File: config.mk
export PLATFORM = sky130hd
export DESIGN_NAME = mem_access_ctrl
export DESIGN_NICKNAME = d
export VERILOG_FILES = /design/src/rtl/mem_access_ctrl.sv
export SDC_FILE = /design/constraint.sdc
export NUM_CORES = 1
export LEC_CHECK = 0
export ABC_AREA = 1
export BUFFER_PORTS_ARGS = -buffer_cell sky130_fd_sc_hd__buf_2
export CAP_MARGIN = 20
export CELL_PAD_IN_SITES_DETAIL_PLACEMENT = 0
export CELL_PAD_IN_SITES_GLOBAL_PLACEMENT = 1
export CORE_ASPECT_RATIO = 0.5
export CORE_MARGIN = 8
export CORE_UTILIZATION = 35
export CTS_CLUSTER_SIZE = 25
export DETAILED_ROUTE_END_ITERATION = 10
export PLACE_DENSITY = 0.9
export SYNTH_ARGS = -nofsm -noshare
export SYNTH_HDL_FRONTEND = slang
export SYNTH_SLANG_ARGS = --single-unit
File: constraint.sdc
create_clock -name clk -period 1.7 [get_ports clk]
set_input_delay 0.085 -clock clk [delete_from_list [all_inputs] [get_ports clk]]
set_output_delay 0.085 -clock clk [all_outputs]
set_load 0.02 [all_outputs]
File: src/rtl/mem_access_ctrl.sv
// mem_access_ctrl
// Requester-side controller for a shared single-port instruction/data memory.
// The memory has a synchronous write and a registered read. Its read data holds
// in any cycle where a write is performed. This block arbitrates between
// instruction fetch and data access, and data has priority. It turns byte
// addresses into word addresses and sequences the one-cycle read latency. It
// performs read-modify-write for byte and halfword stores, and it extracts and
// extends sub-word loads.
//
// Ports
//   clk, rst            system clock; synchronous active-high reset
//   if_req/if_addr      fetch request (held until if_ack), word-aligned byte address
//   if_ack/if_data      one-cycle completion pulse with fetched word
//   d_req/d_we/d_size   data request (held until d_ack), store flag, size
//                       (00 byte, 01 half, 1x word)
//   d_signed            sign-extend sub-word loads
//   d_addr/d_wdata      data byte address, right-justified store data
//   d_ack/d_rdata/d_err one-cycle completion pulse, load result, misalignment flag
//   mem_we/mem_addr/mem_din  registered memory write enable, word address, write data
//   mem_dout            memory read data (valid the cycle after the address is presented)
//   dbg_state           current FSM state (IDLE=0, ISSUE=1, WAIT=2, WRITE=3)
//
// Handshake: a requester raises *_req with stable operands and holds it until
// it sees the matching one-cycle *_ack. A request that is still visible in the
// ack cycle is ignored, so it is never serviced twice.
module mem_access_ctrl #(
  parameter int ADDR_W = 13
) (
  input  logic              clk,
  input  logic              rst,
  input  logic              if_req,
  input  logic [31:0]       if_addr,
  output logic              if_ack,
  output logic [31:0]       if_data,
  input  logic              d_req,
  input  logic              d_we,
  input  logic [1:0]        d_size,
  input  logic              d_signed,
  input  logic [31:0]       d_addr,
  input  logic [31:0]       d_wdata,
  output logic              d_ack,
  output logic [31:0]       d_rdata,
  output logic              d_err,
  output logic              mem_we,
  output logic [ADDR_W-1:0] mem_addr,
  output logic [31:0]       mem_din,
  input  logic [31:0]       mem_dout,
  output logic [1:0]        dbg_state
);

  typedef enum logic [1:0] {
    IDLE  = 2'd0,
    ISSUE = 2'd1,
    WAIT  = 2'd2,
    WRITE = 2'd3
  } state_t;

  state_t              state_q, state_d;
  logic                mem_we_q, mem_we_d;
  logic [ADDR_W-1:0]   mem_addr_q, mem_addr_d;
  logic [31:0]         mem_din_q, mem_din_d;
  logic                if_ack_q, if_ack_d;
  logic [31:0]         if_data_q, if_data_d;
  logic                d_ack_q, d_ack_d;
  logic                d_err_q, d_err_d;
  logic [31:0]         d_rdata_q, d_rdata_d;

  // Context of the access in flight
  logic                is_data_q, is_data_d;
  logic                we_q, we_d;
  logic [1:0]          size_q, size_d;
  logic                sgn_q, sgn_d;
  logic [1:0]          off_q, off_d;
  logic [31:0]         wdata_q, wdata_d;

  // Address bits beyond the memory size alias (wrap), and fetches are word-aligned.
  logic unused_addr_bits;
  assign unused_addr_bits = ^{if_addr[31:ADDR_W+2], if_addr[1:0], d_addr[31:ADDR_W+2]};

  logic        d_misaligned;
  logic [4:0]  lane_shift;
  logic [31:0] lane_data;
  logic [31:0] load_val;
  logic [31:0] merge_mask;
  logic [31:0] merge_data;

  // Halfword needs bit 0 clear. A word (size 10 or 11) needs both low bits clear.
  assign d_misaligned = (d_size == 2'b01) ? d_addr[0] :
                        (d_size[1] ? (d_addr[1:0] != 2'b00) : 1'b0);

  // Halfword offsets are always even, so one byte-lane shift serves both sizes.
  assign lane_shift = {off_q, 3'b000};
  assign lane_data  = mem_dout >> lane_shift;

  always_comb begin
    load_val   = mem_dout;
    merge_mask = 32'hFFFF_FFFF;
    merge_data = wdata_q;
    case (size_q)
      2'b00: begin
        load_val   = {{24{sgn_q & lane_data[7]}}, lane_data[7:0]};
        merge_mask = 32'h0000_00FF << lane_shift;
        merge_data = {24'h0, wdata_q[7:0]} << lane_shift;
      end
      2'b01: begin
        load_val   = {{16{sgn_q & lane_data[15]}}, lane_data[15:0]};
        merge_mask = 32'h0000_FFFF << lane_shift;
        merge_data = {16'h0, wdata_q[15:0]} << lane_shift;
      end
      default: ;
    endcase
  end

  always_ff @(posedge clk) begin
    if (rst) begin
      state_q    <= IDLE;
      mem_we_q   <= 1'b0;
      mem_addr_q <= '0;
      mem_din_q  <= '0;
      if_ack_q   <= 1'b0;
      if_data_q  <= '0;
      d_ack_q    <= 1'b0;
      d_err_q    <= 1'b0;
      d_rdata_q  <= '0;
      is_data_q  <= 1'b0;
      we_q       <= 1'b0;
      size_q     <= 2'b00;
      sgn_q      <= 1'b0;
      off_q      <= 2'b00;
      wdata_q    <= '0;
    end else begin
      state_q    <= state_d;
      mem_we_q   <= mem_we_d;
      mem_addr_q <= mem_addr_d;
      mem_din_q  <= mem_din_d;
      if_ack_q   <= if_ack_d;
      if_data_q  <= if_data_d;
      d_ack_q    <= d_ack_d;
      d_err_q    <= d_err_d;
      d_rdata_q  <= d_rdata_d;
      is_data_q  <= is_data_d;
      we_q       <= we_d;
      size_q     <= size_d;
      sgn_q      <= sgn_d;
      off_q      <= off_d;
      wdata_q    <= wdata_d;
    end
  end

  always_comb begin
    state_d    = state_q;
    mem_we_d   = 1'b0;
    mem_addr_d = mem_addr_q;
    mem_din_d  = mem_din_q;
    if_ack_d   = 1'b0;
    if_data_d  = if_data_q;
    d_ack_d    = 1'b0;
    d_err_d    = 1'b0;
    d_rdata_d  = d_rdata_q;
    is_data_d  = is_data_q;
    we_d       = we_q;
    size_d     = size_q;
    sgn_d      = sgn_q;
    off_d      = off_q;
    wdata_d    = wdata_q;

    case (state_q)
      IDLE: begin
        // A request still held during its own ack cycle must not restart.
        if (!if_ack_q && !d_ack_q) begin
          if (d_req) begin
            is_data_d = 1'b1;
            we_d      = d_we;
            size_d    = d_size;
            sgn_d     = d_signed;
            off_d     = d_addr[1:0];
            wdata_d   = d_wdata;
            if (d_misaligned) begin
              d_ack_d = 1'b1;
              d_err_d = 1'b1;
            end else begin
              mem_addr_d = d_addr[ADDR_W+1:2];
              if (d_we && d_size[1]) begin
                mem_we_d  = 1'b1;
                mem_din_d = d_wdata;
                state_d   = WRITE;
              end else begin
                state_d = ISSUE;
              end
            end
          end else if (if_req) begin
            is_data_d  = 1'b0;
            we_d       = 1'b0;
            mem_addr_d = if_addr[ADDR_W+1:2];
            state_d    = ISSUE;
          end
        end
      end
      ISSUE: state_d = WAIT;
      WAIT: begin
        if (is_data_q && we_q) begin
          mem_din_d = (mem_dout & ~merge_mask) | (merge_data & merge_mask);
          mem_we_d  = 1'b1;
          state_d   = WRITE;
        end else begin
          if (is_data_q) begin
            d_rdata_d = load_val;
            d_ack_d   = 1'b1;
          end else begin
            if_data_d = mem_dout;
            if_ack_d  = 1'b1;
          end
          state_d = IDLE;
        end
      end
      WRITE: begin
        d_ack_d = 1'b1;
        state_d = IDLE;
      end
      default: state_d = IDLE;
    endcase
  end

  assign mem_we    = mem_we_q;
  assign mem_addr  = mem_addr_q;
  assign mem_din   = mem_din_q;
  assign if_ack    = if_ack_q;
  assign if_data   = if_data_q;
  assign d_ack     = d_ack_q;
  assign d_err     = d_err_q;
  assign d_rdata   = d_rdata_q;
  assign dbg_state = state_q;

endmodule

==> summary.md <==
| Metric | Value |
|---|---|
| Worst Tran Pin Value | `a little over 500 ps` |
| First-pass GRT wire length | `~46000 µm` |
| Clock Tree Buf Depth | `2` |
| Fmax | `about 630 MHz` |
| Clock sinks | `154` |
| Most frequent cells after synthesis | `340 x nand2_1, 154 x dfxtp_1, 137 x a21oi_1, 114 x o21ai_0, 104 x inv_1` |
| Port bufs | `214` |
| Post-Synthesis Cells | `around 1200` |
| Total Nets Final | `1584` |
| Synth Flop Type | `dfxtp_1` |
| Kind of critical path | `reg2reg` |
| DR pass1 iterations | `6` |
| DP Cell Count | `1686` |
| Slowest CP cell | `dfxtp_1` |
| Cell repeated most along the worst path | `nand2_1` |
| Syn Std Cell Area | `0.00798 mm²` |
| Final Max Tran Viols | `0` |
| Post-synth EDFFs | `0` |
| Synth area leader | `dfxtp_1` |
| Post-DP Area | `0.00945 mm²` |
| Vias per cell | `4.98` |
| Initial Util | `35.3%` |
| Max cap viols | `0` |
| Clk_lat worst skew | `roughly 420 ps` |
| Routed vias | `8787` |
| Critical Path RT | `1990 ps` |
| Design Area, Final | `0.0105 mm²` |
| Count leader, synth | `nand2_1` |
| Status | `finished clean` |
| Share of layout cells above drive strength 1 | `about a quarter` |
| CTS tree | `built` |
| Placer Congestion | `0.896` |
| Final hold vios | `0` |
| Top cells by area, synth | `dfxtp_1 39%, nand2_1 16%, a21oi_1 8.6%` |
| Peak supply drop | `0.000649 V` |
| Remaining global-route overflow | `0` |
| Clock root cell | `clkbuf_16` |
| CP max FO | `38` |
| Pwr dens | `1030 mW/mm²` |
| Detail Route Antenna Nets | `0` |
| Largest net degree at the start of global routing | `82` |
| Height of the die | `123 µm` |
| Unrepaired setup endpoints after global routing | `true` |
| Post-Layout Cell Count | `about 1800` |
| DRT Wirelength | `approximately 29000 µm` |
| Tot GR Track Use | `between 20% and 30%` |
| Endpoint class of the critical path | `flop` |
| Yosys warning total | `0` |
| Post-DP HPWL | `22000 µm` |
| Seq/Total Area, Yosys | `38.6%` |
| Initial antenna violation count | `0` |
| CTS buffer count | `17` |
| Final Cycle Share | `93.3%` |
| Fillers | `2326` |
| Die area | `approximately 0.028 mm²` |
| Area growth from synthesis to layout | `32.1%` |
| Yosys cell types | `30` |
| IO Count | `251` |
| Drt drc | `0` |
| Die Wd | `230 µm` |
| Synthesis-stage register bit count | `154` |
| Wire per inst | `16.6 µm` |
| FP Rows | `39` |
| Startpoint Class | `flop` |
| Detailed router's first-iteration violation count | `between 800 and 900` |
| Data arrival, critical path | `1870 ps` |
| Crit path time final | `~1600 ps` |
| HP Class | `in2reg` |
| Depth of the CTS H-tree | `4` |
| Vias in the first global route | `8426` |
| Leakage | `between 5 and 6 nW` |
| Syn_nets | `1338` |
| Slowest stage delay, CP | `380 ps` |
| Avg Cell Area, Syn | `about 6.6 µm²` |
| Clock transition at the registers of the reported paths | `60 ps` |
| Core area | `roughly 0.023 mm²` |
| Antenna cell count | `0` |
| Top-area cell type share of the netlist area | `38.6%` |
| Slew margin rel. | `66.3%` |
| Critical-path cell list | `inv_1 -> nor2_4 -> buf_8 -> nand2_1 -> buf_4 -> nand2_1 -> a21oi_1` |
| Post-synth ARST share | `0%` |
| Skew final | `6.77 ps` |
| Setup violations, final | `0` |
## logic make-up after synthesis
family,synth area share [%]
buffers and inverters,10.2
multiplexers,1.84
AND/OR/NAND/NOR,29.7
flip-flops,38.6
AO/OA/AOI/OAI,19.6
## stage by stage
stage	worst slack, ps	total power, mW	utilization [%]	hold slack, ps	TNS, ps
after CTS	16.1	10.9	46.4	0.617	0
after detailed placement	39.8	7.15	41.8	353	0
after floorplan	179	6.12	-	228	0
after global placement	121	7.09	41.8	353	0
after global routing	-21.3	11.4	46.6	8.61	-54.5
final	114	10.9	46.6	15.3	0
## cells in the final DEF, fill, tap and decap left out, drive strengths merged
cell	instances
inv	111
clkbuf	18
nor2	96
a21oi	137
buf	256
nand3b	24
clkinvlp	2
dfxtp	154
nand2	346
or2	5
dlygate4sd3	50
nand3	76
o21ai	131
mux2	13
clkinv	7
a21boi	19
bufinv	2
nand4	7
o211ai	3
## final timing paths
check / startpoint / end / slack [ps] / cells past startpoint
min: d_wdata[8] / wdata_q[8]$_SDFFE_PP0P_ / 20 / 3
max: dbg_state[1]$_SDFFE_PP0P_ / if_data[27]$_SDFFE_PP0P_ / 110 / 7
max reg2reg: dbg_state[1]$_SDFFE_PP0P_ / if_data[27]$_SDFFE_PP0P_ / 110 / 7
min reg2reg: mem_addr[5]$_SDFFE_PP0P_ / mem_addr[5]$_SDFFE_PP0P_ / 440 / 2
## final cells by class
type / count / area (µm²) / share of cell area [%]
Multi-Input combinational cell: 857 / 4120 / 39.1
Clock buffer: 18 / 439 / 4.17
Timing Repair Buffer: 306 / 1980 / 18.8
Clock inverter: 10 / 105 / 0.997
Sequential cell: 154 / 3090 / 29.3
Inverter: 112 / 423 / 4.01
Tap cell: 307 / 384 / 3.65
## power breakdown
part / internal (mW) / leakage, nW / total, mW / switching (mW)
combinational: 1.07 / 3.60 / 3.08 / 2.02
sequential: 3.93 / 1.26 / 4.15 / 0.212
clock: 2.15 / 0.269 / 3.63 / 1.48
## per-layer routing
| layer | wire length [µm] | up-vias | track usage (%) | part of all wire, % |
|---|---|---|---|---|
| met5 | 0 | - | 0 | 0 |
| met4 | 626 | 0 | 6.50 | 2.1 |
| met3 | 1980 | 52 | 4.91 | 6.8 |
| met2 | 13700 | 301 | 33.0 | 47 |
| met1 | 13000 | 4072 | 26.3 | 44 |
| li1 | - | 4362 | - | - |
## worst max-delay path, delay by kind of cell (launching register included)
family	cells	cell delay, ps
compound gates	1	70
buf+inv	3	630
flops	1	380
simple gates	3	360
## sequential cells by signal (all words and copies together), names as in the netlist
signal / cells
mem_we: 1
d_ack: 1
mem_addr: 13
we_q: 1
is_data_q: 1
d_err: 1
if_data: 32
off_q: 2
mem_din: 32
wdata_q: 32
size_q: 2
if_ack: 1
dbg_state: 2
d_rdata: 32
sgn_q: 1
## timing repair
| item | CTS | global route |
|---|---|---|
| setup endpoints to repair | 0 | 75 |
| buffers inserted | 0 | 0 |
| gates resized for setup | 0 | 15 |
| endpoints found under the hold margin | 51 | 1 |
| hold buffers | 49 | 1 |
(Power assumes the default switching activity.)
